==> config.mk <==
export PLATFORM = sky130hd
export DESIGN_NAME = dma_rd_tag_manager
export DESIGN_NICKNAME = d
export VERILOG_FILES = /design/src/rtl/dma_rd_tag_manager.sv
export SDC_FILE = /design/constraint.sdc
export NUM_CORES = 1
export LEC_CHECK = 0
export CAP_MARGIN = 30
export CELL_PAD_IN_SITES_DETAIL_PLACEMENT = 0
export CELL_PAD_IN_SITES_GLOBAL_PLACEMENT = 1
export CORE_MARGIN = 2
export CORE_UTILIZATION = 50
export CTS_CLUSTER_DIAMETER = 60
export CTS_CLUSTER_SIZE = 28
export DETAILED_ROUTE_END_ITERATION = 7
export DONT_BUFFER_PORTS = 1
export HOLD_SLACK_MARGIN = 0.12
export PLACE_DENSITY_LB_ADDON = 0.1
export RECOVER_POWER = 100
export SYNTH_ARGS = -nofsm -noshare
export SYNTH_HDL_FRONTEND = slang
export SYNTH_SLANG_ARGS = --single-unit
==> constraint.sdc <==
create_clock -name clk -period 5.5 [get_ports clk]
set_input_delay 0.55 -clock clk [delete_from_list [all_inputs] [get_ports clk]]
set_output_delay 0.55 -clock clk [all_outputs]
set_load 0.02 [all_outputs]
==> src/rtl/dma_rd_tag_manager.sv <==
// dma_rd_tag_manager
// Owns the pool of non-posted read tags for the DMA read-request path.
// Grants the lowest free tag to the read engine, reclaims tags on their final
// CplD, counts outstanding reads and pulses dma_rd_done once the final
// request of a DMA read has had all of its tags returned.
module dma_rd_tag_manager #(
  parameter int NUM_TAGS = 32,
  parameter int TAG_W    = 6,
  parameter int CNT_W    = 7
) (
  input  logic             clk,
  input  logic             rst,
  input  logic             tag_read_req,
  input  logic             tag_read_last,
  output logic             tag_read_ack,
  output logic [TAG_W-1:0] tag_read_number,
  input  logic             tag_free_valid,
  input  logic [TAG_W-1:0] tag_free_number,
  output logic [CNT_W-1:0] tags_outstanding,
  output logic             tag_pool_empty,
  output logic             dma_rd_done,
  output logic             tag_err,
  input  logic             tag_err_clr
);

  typedef enum logic [1:0] {
    ST_IDLE  = 2'd0,
    ST_HOLD  = 2'd1,
    ST_DRAIN = 2'd2
  } state_t;

  localparam logic [NUM_TAGS-1:0] ALL_FREE = '1;
  localparam logic [NUM_TAGS-1:0] ONE_BIT  = NUM_TAGS'(1);

  state_t              r_state;
  logic [NUM_TAGS-1:0] r_free;
  logic [CNT_W-1:0]    r_outstanding;
  logic                r_last_pending;
  logic                r_ack;
  logic [TAG_W-1:0]    r_tag;
  logic                r_empty;
  logic                r_done;
  logic                r_err;

  logic [TAG_W-1:0]    w_low_tag;
  logic                w_any_free;
  logic                w_grant;
  logic [NUM_TAGS-1:0] w_grant_mask;
  logic [NUM_TAGS-1:0] w_rel_onehot;
  logic                w_rel_ok;
  logic                w_rel_bad;
  logic [NUM_TAGS-1:0] w_rel_mask;
  logic [NUM_TAGS-1:0] w_free_next;
  logic [CNT_W-1:0]    w_cnt_next;

  // Priority encoder: lowest-index free tag in the current-cycle bitmap.
  always_comb begin
    // NOTE: every variable gets a default before any conditional write, so no latch is inferred.
    w_low_tag  = '0;
    w_any_free = |r_free;
    for (int i = NUM_TAGS - 1; i >= 0; i--) begin
      if (r_free[i]) begin
        w_low_tag = TAG_W'(i);
      end
    end
  end

  // Grant/release decode and next bitmap and counter values.
  always_comb begin
    w_grant      = (r_state == ST_IDLE) && tag_read_req && w_any_free;
    w_grant_mask = w_grant ? (ONE_BIT << w_low_tag) : '0;
    // A shift past the pool width yields zero, so out-of-range tags never
    // match an allocated bit and fall into the error path.
    w_rel_onehot = ONE_BIT << tag_free_number;
    // Legality is judged on the pre-grant bitmap: releasing the tag being
    // granted this cycle means releasing a free tag, which is an error.
    w_rel_ok     = tag_free_valid && (|(w_rel_onehot & ~r_free));
    w_rel_bad    = tag_free_valid && !w_rel_ok;
    w_rel_mask   = w_rel_ok ? w_rel_onehot : '0;
    // The released bit only reaches the encoder next cycle via r_free.
    w_free_next  = (r_free & ~w_grant_mask) | w_rel_mask;
    w_cnt_next   = r_outstanding + CNT_W'(w_grant) - CNT_W'(w_rel_ok);
  end

  // Tag pool bookkeeping: free bitmap, outstanding count, empty flag, error.
  always_ff @(posedge clk or posedge rst) begin
    if (rst) begin
      r_free        <= ALL_FREE;
      r_outstanding <= '0;
      r_empty       <= 1'b0;
      r_err         <= 1'b0;
    end else begin
      // NOTE: sequential state uses non-blocking assignments so every register samples pre-edge values.
      r_free        <= w_free_next;
      r_outstanding <= w_cnt_next;
      r_empty       <= (w_free_next == '0);
      if (w_rel_bad) begin
        r_err <= 1'b1;
      end else if (tag_err_clr) begin
        r_err <= 1'b0;
      end
    end
  end

  // Grant FSM: IDLE grants, HOLD absorbs the req drop, DRAIN waits for the last tag.
  always_ff @(posedge clk or posedge rst) begin
    if (rst) begin
      r_state        <= ST_IDLE;
      r_last_pending <= 1'b0;
      r_ack          <= 1'b0;
      r_tag          <= '0;
      r_done         <= 1'b0;
    end else begin
      r_ack  <= 1'b0;
      r_done <= 1'b0;
      case (r_state)
        ST_IDLE: begin
          if (w_grant) begin
            r_ack          <= 1'b1;
            r_tag          <= w_low_tag;
            r_last_pending <= tag_read_last;
            r_state        <= ST_HOLD;
          end
        end
        ST_HOLD: begin
          r_state <= r_last_pending ? ST_DRAIN : ST_IDLE;
        end
        ST_DRAIN: begin
          if (r_outstanding == '0) begin
            r_done         <= 1'b1;
            r_last_pending <= 1'b0;
            r_state        <= ST_IDLE;
          end
        end
        default: begin
          r_state <= ST_IDLE;
        end
      endcase
    end
  end

  assign tag_read_ack     = r_ack;
  assign tag_read_number  = r_tag;
  assign tags_outstanding = r_outstanding;
  assign tag_pool_empty   = r_empty;
  assign dma_rd_done      = r_done;
  assign tag_err          = r_err;

endmodule

; ---- Yosys cells after proc, flatten, opt, wreduce, memory -nomap -nowiden
; Cells that the tools add are included.
[totals]
reg_bits = 52
input_bits = 12
output_inout_bits = 17
elab_cells = 84
[op_classes]
addsub = 2
n_eq_ne = 4
shift = 2
mux = 47
bitwise_logic = 5
n_reduce_logical = 15
[op_table]
columns = operator, n
row1 = $mux W6, 31
row2 = $and A32 B32 Y32, 2
row3 = $mux W32, 2
row4 = $not A32 Y32, 2
row5 = $reduce_or A32 Y1, 2
row6 = $shl A1 B6 Y32 const A, 2
row7 = $logic_not A32 Y1, 1
row8 = $or A32 B32 Y32, 1
row9 = $mux W1, 8
row10 = $add A7 B1 Y7, 1
row11 = $logic_not A7 Y1, 1
row12 = $sub A7 B1 Y7, 1
row13 = $mux W2, 3
row14 = $pmux W2 S3, 1
row15 = $mux W5, 1
row16 = $logic_and A1 B1 Y1, 4
row17 = $ne A2 B2 Y1 const B, 2
row18 = $reduce_and A2 Y1, 2
row19 = $reduce_bool A2 Y1, 2
row20 = $reduce_and A3 Y1, 1
row21 = $eq A2 B1 Y1 const B, 1
row22 = $eq A2 B2 Y1 const B, 1
row23 = $logic_not A2 Y1, 1
row24 = $pmux W1 S2, 1
row25 = $logic_not A1 Y1, 1

; ---- Longest topological paths before layout
; Gate-level depths: netlist (run 1).
[depth]
depth_word = 38
mapped_depth = 19
ltp_nobuf = 16

; ---- Worst setup path before layout (run 1)
; No wires, ideal clock.
[synth_timing]
path_type = input port to flip-flop
from = in tag_free_number[0]
to = reg r_outstanding[6] (netlist: tags_outstanding[6])
arrival_time_ns = 3.619
t_required_ns = 5.420
setup_slack_ns = 1.801
stages = 18
path_buffers = 2
cell_sequence = clkbuf_1 and3b_1 o211a_1 nor4_1 nor3_1 o31ai_1 clkbuf_1 inv_1 ha_1 inv_1 ha_1 fa_1 a21oi_1 nor2_1 o21ai_0 a21oi_1 nor2_1 xnor2_1
[synth_via]
elab_chain_len = 5
[synth_lines]
columns = item, line
row1 = start: declaration, 18  ; input logic [TAG_W-1:0] tag_free_number,
row2 = $shl A1 B6 Y32, 74  ; w_rel_onehot = ONE_BIT << tag_free_number;
row3 = $and A32 B32 Y32, 77  ; w_rel_ok = tag_free_valid && (|(w_rel_onehot & ~r_free));
row4 = $reduce_or A32 Y1, 77
row5 = $logic_and A1 B1 Y1, 77
row6 = $sub A7 B1 Y7, 82  ; w_cnt_next = r_outstanding + CNT_W'(w_grant) - CNT_W'(w_rel_ok);
row7 = net w_cnt_next[6], 54  ; logic [CNT_W-1:0] w_cnt_next;
row8 = end signal: assignment, 95  ; r_outstanding <= w_cnt_next;
row9 = end: declaration, 37  ; logic [CNT_W-1:0] r_outstanding;
; The timed path passes the listed nets, and every way through them passes these cells.
; A chain may end at the register's enable or synchronous reset.

; ---- Worst setup path after layout (run 1)
[layout_timing]
from = reg r_free[30]
to = reg r_empty (netlist: tag_pool_empty)
[layout_via]
elab_chain_len = 37
[layout_lines]
columns = item, line
row1 = start: declaration, 36  ; logic [NUM_TAGS-1:0] r_free;
row2 = start signal: assignment, 94  ; r_free <= w_free_next;
row3 = $mux W6 (31 in series), 62  ; if (r_free[i]) begin
row4 = $shl A1 B6 Y32, 71  ; w_grant_mask = w_grant ? (ONE_BIT << w_low_tag) : '0;
row5 = $mux W32, 71
row6 = $not A32 Y32, 81  ; w_free_next = (r_free & ~w_grant_mask) | w_rel_mask;
row7 = $and A32 B32 Y32, 81
row8 = $or A32 B32 Y32 (*), 81
row9 = $logic_not A32 Y1 (*), 96  ; r_empty <= (w_free_next == '0);
row10 = end signal: assignment, 96
row11 = end: declaration, 41  ; logic r_empty;
; Mark *: on every way between the ends. The rest lies on a longest branch, timed or not.

==> results of run 1 <==
==> worst max-delay path by stage <==
| stage | from | to | slack, ns | cells past startpoint |
|---|---|---|---|---|
| 4_1_cts | r_free[15] | tags_outstanding[6] | 1.84 | 17 |
| 3_3_place_gp | tag_free_number[1] | tags_outstanding[6] | 1.87 | 17 |
| 5_1_grt | r_free[15] | tags_outstanding[6] | 1.04 | 17 |
| 6_report | r_free[30] | tag_pool_empty | 1.40 | 10 |
| 3_5_place_dp | tag_free_number[1] | tags_outstanding[6] | 1.78 | 17 |
| 2_1_floorplan | tag_free_number[0] | tags_outstanding[6] | 1.80 | 18 |
==> state kept, by name (all words and copies together) (netlist names) <==
register	count
dma_rd_done	1
r_free	32
r_last_pending	1
r_state	2
tag_err	1
tag_pool_empty	1
tag_read_ack	1
tag_read_number	5
tags_outstanding	7
==> metrics by stage <==
stage               utilization  instance area, um^2
detailed placement        0.512                 3700
finish                    0.520                 3750
global route              0.520                 3750
CTS                       0.525                 3790
global placement          0.512                 3690
floorplan                     -                 3690
==> per-layer routing <==
metal	vias to the layer above	global-route usage
li1	1592	-
met1	1662	0.414
met2	249	0.415
met3	33	0.0562
met4	0	0.104
met5	-	0
==> cells in the mapped netlist (all sizes together) (3+ instances only) <==
master and n:
dfrtp 19, or2 4, and2 3, nand4 5, mux2i 6, a22o 3
nor3 18, a21oi 19, buf 12, dfstp 32, nor4 15, o21bai 5
a31oi 7, nand2b 13, o31ai 18, o22ai 3, xor2 3, nor2b 4
nor3b 4, o41ai 6, xnor2 3, a22oi 3, nand2 39, or3 8
nor2 38, clkbuf 18, nand3 8, ha 9, o211ai 4, nand3b 4
inv 29, o31a 3, o21ai 45
==> power by group through the flow <==
stage                     sequential, W  combinational (W)  clock (W)
after floorplan                0.000715           0.000934          0
after global placement         0.000840            0.00110          0
after detailed placement       0.000834            0.00109          0
after CTS                      0.000829            0.00110   0.000233
after global routing           0.000852            0.00122   0.000248
final                          0.000839            0.00109   0.000230
==> logic make-up (layout without fill, tap and decap cells) <==
logic type                 count (synthesis)  count (layout)  share of synthesized area
and+or+nand+nor                          175             175                      0.256
AOI/OAI and AO/OA                        136             136                      0.250
buffers and inverters                     59              40                     0.0661
DFF                                       51              51                      0.357
adders and majority gates                 10              10                     0.0360
muxes                                      7               7                     0.0193
xor gates and xnor gates                   6               6                     0.0142
other                                      1               1                    0.00102
==> final cells by class <==
type,instances,area share
multi-input combinational,335,0.559
sequential,51,0.351
tap,99,0.0330
inverter,29,0.0290
clock buffer,5,0.0184
clock inverter,3,0.00601
timing repair buffer,3,0.00300
==> worst max-delay path, delay by kind of cell (launching register included) <==
family           cells  cell delay (ns)
AND/OR/NAND/NOR      5             1.17
flip-flops           1             0.63
AO/OA/AOI/OAI        5             2.18
==> summary.txt, run 1 <==
Status
  – Status: finished with violations
  – Violated checks: max-capacitance violations, max-slew violations

Job
  – Max Cap Viol: 1

Worst setup path
  – R2R Setup Slk: 1.40 ns
  – Worst Path Max Fanout: 11
  – Critical Path RT: 5.71 ns
  – Crit path kind: reg2reg
  – CP Launch Type: flip-flop
  – WP data arrival: 4.30 ns
  – Slowest cell on crit path: o21ai_0
  – Critical-path cell list: nor2_1 -> o311ai_0 -> a31oi_1 -> o21ai_0 -> nand2_1 -> o31ai_1 -> o21ai_0 -> nor4_1 -> nand3b_1 -> nor3_1
  – Crit Reg-Reg Endpoint: tag_pool_empty
  – CP Capture Type: flip-flop
  – CP max stage delay: 1.08 ns
  – Reg-to-reg critical path startpoint: r_free[30]
  – Reg2reg path depth: 10
  – Most frequent CP cell: o21ai_0

Global routing
  – Overflow after GRT: 0
  – Vias in the first global route: 3275
  – Global-route wire length before repair: 18000 um
  – Initial antenna violation count: 0
  – Largest net degree at the start of global routing: 52
  – Gr usage total: 0.283

Yosys
  – Predominant post-synthesis flop cell: dfstp_2
  – Synth area leaders: dfstp_2 (23%), dfrtp_1 (13%), nand2_1 (4.0%)
  – Synth warn: 0
  – Synth async-reset ratio: 1.00
  – Register area share after synthesis: 0.357
  – Post-synth top area share: 0.228
  – Number of synthesized flops with an enable pin: 0
  – Cells after Synth: 445
  – Syn Area/Cell: 8.29 um^2
  – Syn Nets: 467
  – Distinct cells, synth: 74
  – #FFs+latches synth: 51
  – Post-synthesis cell area: 3690 um^2
  – Largest area contributor in the netlist: dfstp_2

Route
  – Final ANT Viol Nets: 0
  – Initial detailed-routing violation count: 594
  – DRT Wirelength: 11400 um
  – Total length of routed met3 wires: 1340 um
  – Met2 wire length: 5030 um
  – Met1 WL: 4680 um
  – WL per Instance: 21.7 um
  – Uppermost routed layer: met4
  – Drt first pass iters: 6
  – Via/cell ratio: 6.74
  – Drc violations: 0
  – DR vias: 3536

Cells and area
  – Area grow syn2layout: 1.63%
  – Non-Filler Instances: 525
  – Most common cell after layout, fill and taps aside: nand2_1
  – Fraction of final layout cells sized beyond drive strength 1: 0.103
  – Multi-input logic area: 2100 um^2
  – FF/Latch Area: 1320 um^2
  – Most frequent cells in the layout: nand2_1 (39), nor2_1 (38), o21ai_0 (38)
  – Final #Nets: 447
  – Fillers: 692
  – Antenna cells: 0

CTS
  – Clock root cell: clkbuf_8
  – Worst-path clk slew: 0.11 ns
  – Clock sink count: 51
  – Post-cts gate resize count: 0
  – H-tree levels: 2
  – Clock Path Buffers: 2
  – Clock latency on the worst-skew pair: 0.32 ns
  – CTS Buf Count: 5
  – CTS tree: yes
  – Setup Buffers After CTS: 0
  – Cts hold-fix bufs: 0

STA
  – Slew at the pin with the worst max-slew slack: 2.73 ns
  – Slack of the critical path: 1.40 ns
  – Fmax: 0.244 GHz
  – Slew Viols, Final: 52
  – Setup TNS: 0 ns
  – Final hold vios: 0
  – RSZ-0062 raised after global routing: false
  – Slew Limit Headroom: -0.817
  – Final period utilization: 0.745
  – Worst hold slack: 0.296 ns
  – Clock skew: 0.0133 ns
  – Tmin final: 4.10 ns
  – Final setup violation count: 0

Pwr
  – Final Power: 0.00216 W
  – Clock power frac: 0.106
  – Reg power frac: 0.388
  – Switching Share: 0.513
  – Max VDD drop: 0.337 mV
  – Gate power share: 0.505
  – Pwr dens: 576 nW/um^2
  – Switch Pwr: 0.00111 W
  – Pint: 0.00105 W
  – Leak pwr: 1.43 nW

Place
  – Dpl cells: 517
  – Pre-CTS setup slack: 1.78 ns
  – Gp weighted congestion: 0.942
  – Port Buffer Count: 0
  – Detailed placer's ending HPWL: 8350 um

Floorplanning
  – Starting Density: 0.511
  – I/O Pins: 29
  – CORE AREA: 7210 um^2
  – DIE HEIGHT: 89.9 um
  – Die W: 89.9 um
  – Std-Cell Rows: 31
  – Die ar.: 8080 um^2

Min path
  – Class of the worst hold path: in2reg
  – Hold Path Sink: r_free[3]
  – Worst hold stages: 1
  – Hold Startpoint: tag_free_number[5]
Note: power is estimated with default switching activity, not from simulation.
==> run 2: changes to the inputs <==
--- a/config.mk
+++ b/config.mk
@@ -9,7 +9,7 @@
 export CELL_PAD_IN_SITES_DETAIL_PLACEMENT = 0
 export CELL_PAD_IN_SITES_GLOBAL_PLACEMENT = 1
 export CORE_MARGIN = 2
-export CORE_UTILIZATION = 50
+export CORE_UTILIZATION = 44
 export CTS_CLUSTER_DIAMETER = 60
 export CTS_CLUSTER_SIZE = 28
 export DETAILED_ROUTE_END_ITERATION = 7
==> constraint.sdc (replaced) <==
create_clock -name clk -period 3.3 [get_ports clk]
set_input_delay 0.33 -clock clk [delete_from_list [all_inputs] [get_ports clk]]
set_output_delay 0.33 -clock clk [all_outputs]
set_load 0.02 [all_outputs]
==> summary.txt, run 2 (synthesis results as in run 1) <==
Job
  – Max Cap Viol: 1 (unchanged)

Floorplanning
  – DIE HEIGHT: 95.6 um (+6.3%)
  – Die ar.: 9130 um^2 (+13%)
  – Std-Cell Rows: 33 (+6.5%)
  – Die W: 95.6 um (+6.3%)
  – I/O Pins: 29 (unchanged)
  – Starting Density: 0.451 (-0.0601)
  – CORE AREA: 8180 um^2 (+13%)

Place
  – Detailed placer's ending HPWL: 10100 um (+21%)
  – Gp weighted congestion: 0.992 (+5.3%)
  – Port Buffer Count: 0 (unchanged)
  – Pre-CTS setup slack: -0.0636 ns (-1.85 ns)
  – Post-Place Cell Area: 4110 um^2 (+11%)

STA
  – Fmax: 0.302 GHz (+24%)
  – Slack of the critical path: -0.0103 ns (-1.41 ns)
  – RSZ-0062 raised after global routing: true
  – Clock skew: 0.0116 ns (-0.00171 ns)
  – Tmin final: 3.31 ns (-0.786 ns)
  – Slew at the pin with the worst max-slew slack: 1.52 ns (-1.20 ns)
  – Final hold vios: 0 (unchanged)
  – Final setup violation count: 1 (+1)
  – Slew Viols, Final: 39 (-25%)
  – Setup TNS: -0.0103 ns (-0.0103 ns)
  – Worst hold slack: 0.126 ns (-0.170 ns)
  – Slew Limit Headroom: -0.0148 (+0.802)
  – Final period utilization: 1.00 (+0.258)

CTS
  – H-tree levels: 2 (unchanged)
  – Clock Path Buffers: 2 (unchanged)
  – Worst-path clk slew: 0.11 ns (about the same)
  – Clock sink count: 51 (unchanged)
  – Clock root cell: clkbuf_8
  – CTS tree: yes
  – Clock latency on the worst-skew pair: 0.32 ns (about the same)
  – CTS Buf Count: 5 (unchanged)

Worst setup path
  – Crit path kind: reg2reg
  – CP max stage delay: 0.54 ns (-0.54 ns)
  – Reg2reg path depth: 16 (+6)
  – Slowest cell on crit path: dfstp_2
  – CP Launch Point: r_free[15]
  – R2R Setup Slk: -0.01 ns (-1.41 ns)
  – CP bufs+invs: 2 (+2)
  – CP Capture Type: flip-flop
  – WP data arrival: 3.56 ns (-0.74 ns)
  – Critical-path cell list: and3b_1 -> o211a_1 -> nor4_2 -> nor3_2 -> o31ai_2 -> inv_2 -> ha_4 -> inv_2 -> ha_4 -> fa_2 -> a21oi_2 -> nor2_1 -> o21ai_1 -> a21oi_1 -> nor2_1 -> xnor2_1
  – Kind of cell adding the most delay to the critical path: compound AO/OA/AOI/OAI gates
  – Worst Path Max Fanout: 2 (-9)
  – Reg-to-reg critical path startpoint: r_free[15]
  – Crit Reg-Reg Endpoint: tags_outstanding[6]
  – Critical Path RT: 3.55 ns (-2.16 ns)
  – CP Launch Type: flip-flop

Cells and area
  – Most frequent cells in the layout: buf_4 (51), nand2_1 (39), nor2_1 (38)
  – Fraction of final layout cells sized beyond drive strength 1: 0.248 (+0.145)
  – Final instance area: 4320 um^2 (+15%)
  – Most common cell after layout, fill and taps aside: buf_4
  – Antenna cells: 0 (unchanged)
  – Area grow syn2layout: 17.1%
  – Register bank with the most flops: r_free
  – Final #Nets: 501 (+12%)
  – Number of flip-flops in the largest register: 32 (unchanged)

Min path
  – Hold Startpoint: tag_read_last
  – Worst hold stages: 2 (+1)
  – Class of the worst hold path: in2reg
  – Hold Path Sink: r_last_pending

Route
  – Drc violations: 0 (unchanged)
  – WL per Instance: 22.7 um (+4.7%)
  – DRT Wirelength: 13300 um (+17%)
  – Via/cell ratio: 6.47 (-3.9%)
  – Drt first pass iters: 7 (+1)
  – DR vias: 3786 (+7.1%)
  – Final ANT Viol Nets: 0 (unchanged)
  – Initial detailed-routing violation count: 491 (-17%)

Global routing
  – Overflow after GRT: 0 (unchanged)
  – Vias in the first global route: 3636 (+11%)
  – Global-route wire length before repair: 20600 um (+14%)
  – Largest net degree at the start of global routing: 39 (-25%)
  – Gr usage total: 0.303 (+0.0202)
  – Initial antenna violation count: 0 (unchanged)

Status
  – Violated checks: max-capacitance violations, max-slew violations, negative setup slack
  – Status: finished with violations

Pwr
  – Leak pwr: 1.72 nW (+20%)
  – Max VDD drop: 0.525 mV (+56%)
  – Pwr dens: 979 nW/um^2 (+70%)
run 2: changes by cell type in the layout (fill, tap and decap cells not counted), sizes merged:
| cell | change |
|---|---|
| buf | +51 |
| dlygate4sd3 | +3 |
| clkbuf | +1 |
| clkinv | -1 |
run 2: layout make-up:
type                       count  area, um^2
tap                          105         131
clock buffer                   6        82.6
sequential                    51        1320
multi-input combinational    335        2230
timing repair buffer          57         440
inverter                      29         109
fill                         769        3860
clock inverter                 2        13.8
run 2: worst max-delay path by stage:
stage,to,slack (ns),cells past startpoint
CTS,tags_outstanding[6],0.07,16
detailed placement,tag_pool_empty,-0.06,10
global route,tags_outstanding[6],-0.14,16
global placement,tag_pool_empty,-0.14,10
finish,tags_outstanding[6],-0.01,16
floorplan,tags_outstanding[6],-0.03,18
run 2: power by group:
| group | total (W) | switching [W] | internal (W) |
|---|---|---|---|
| logic | 0.00249 | 0.00142 | 0.00107 |
| registers | 0.00133 | 0.000403 | 0.000929 |
| clock network | 0.000407 | 0.000234 | 0.000172 |
run 2: timing repair:
| action | CTS | global route |
|---|---|---|
| hold buffers | 3 | 0 |
| resized for setup | 4 | 10 |
| hold endpoints to repair | 20 | 0 |
| setup endpoints to repair | 2 | 3 |
| setup buffers | 0 | 3 |
| pin swaps | 0 | 11 |
run 2: worst reg2reg max path, cell delays in order (launching register included):
cell and delay [ns]:
dfstp_2 0.54, and3b_1 0.17, o211a_1 0.25, nor4_2 0.31, nor3_2 0.09, o31ai_2 0.36
inv_2 0.08, ha_4 0.27, inv_2 0.03, ha_4 0.15, fa_2 0.37, a21oi_2 0.13
nor2_1 0.06, o21ai_1 0.12, a21oi_1 0.07, nor2_1 0.11, xnor2_1 0.12
run 2: layer usage:
layer,vias to the layer above,wire length (um),track usage
met5,-,0,0
met4,0,549,0.125
met3,45,1390,0.0632
met2,258,5740,0.437
met1,1787,5590,0.438
li1,1696,-,-
run 2: stage by stage:
stage	total power, W	utilization	std cells
floorplan	0.00279	-	445
global placement	0.00370	0.503	571
detailed placement	0.00367	0.503	571
CTS	0.00410	0.520	582
global route	0.00449	0.528	585
finish	0.00423	0.528	585
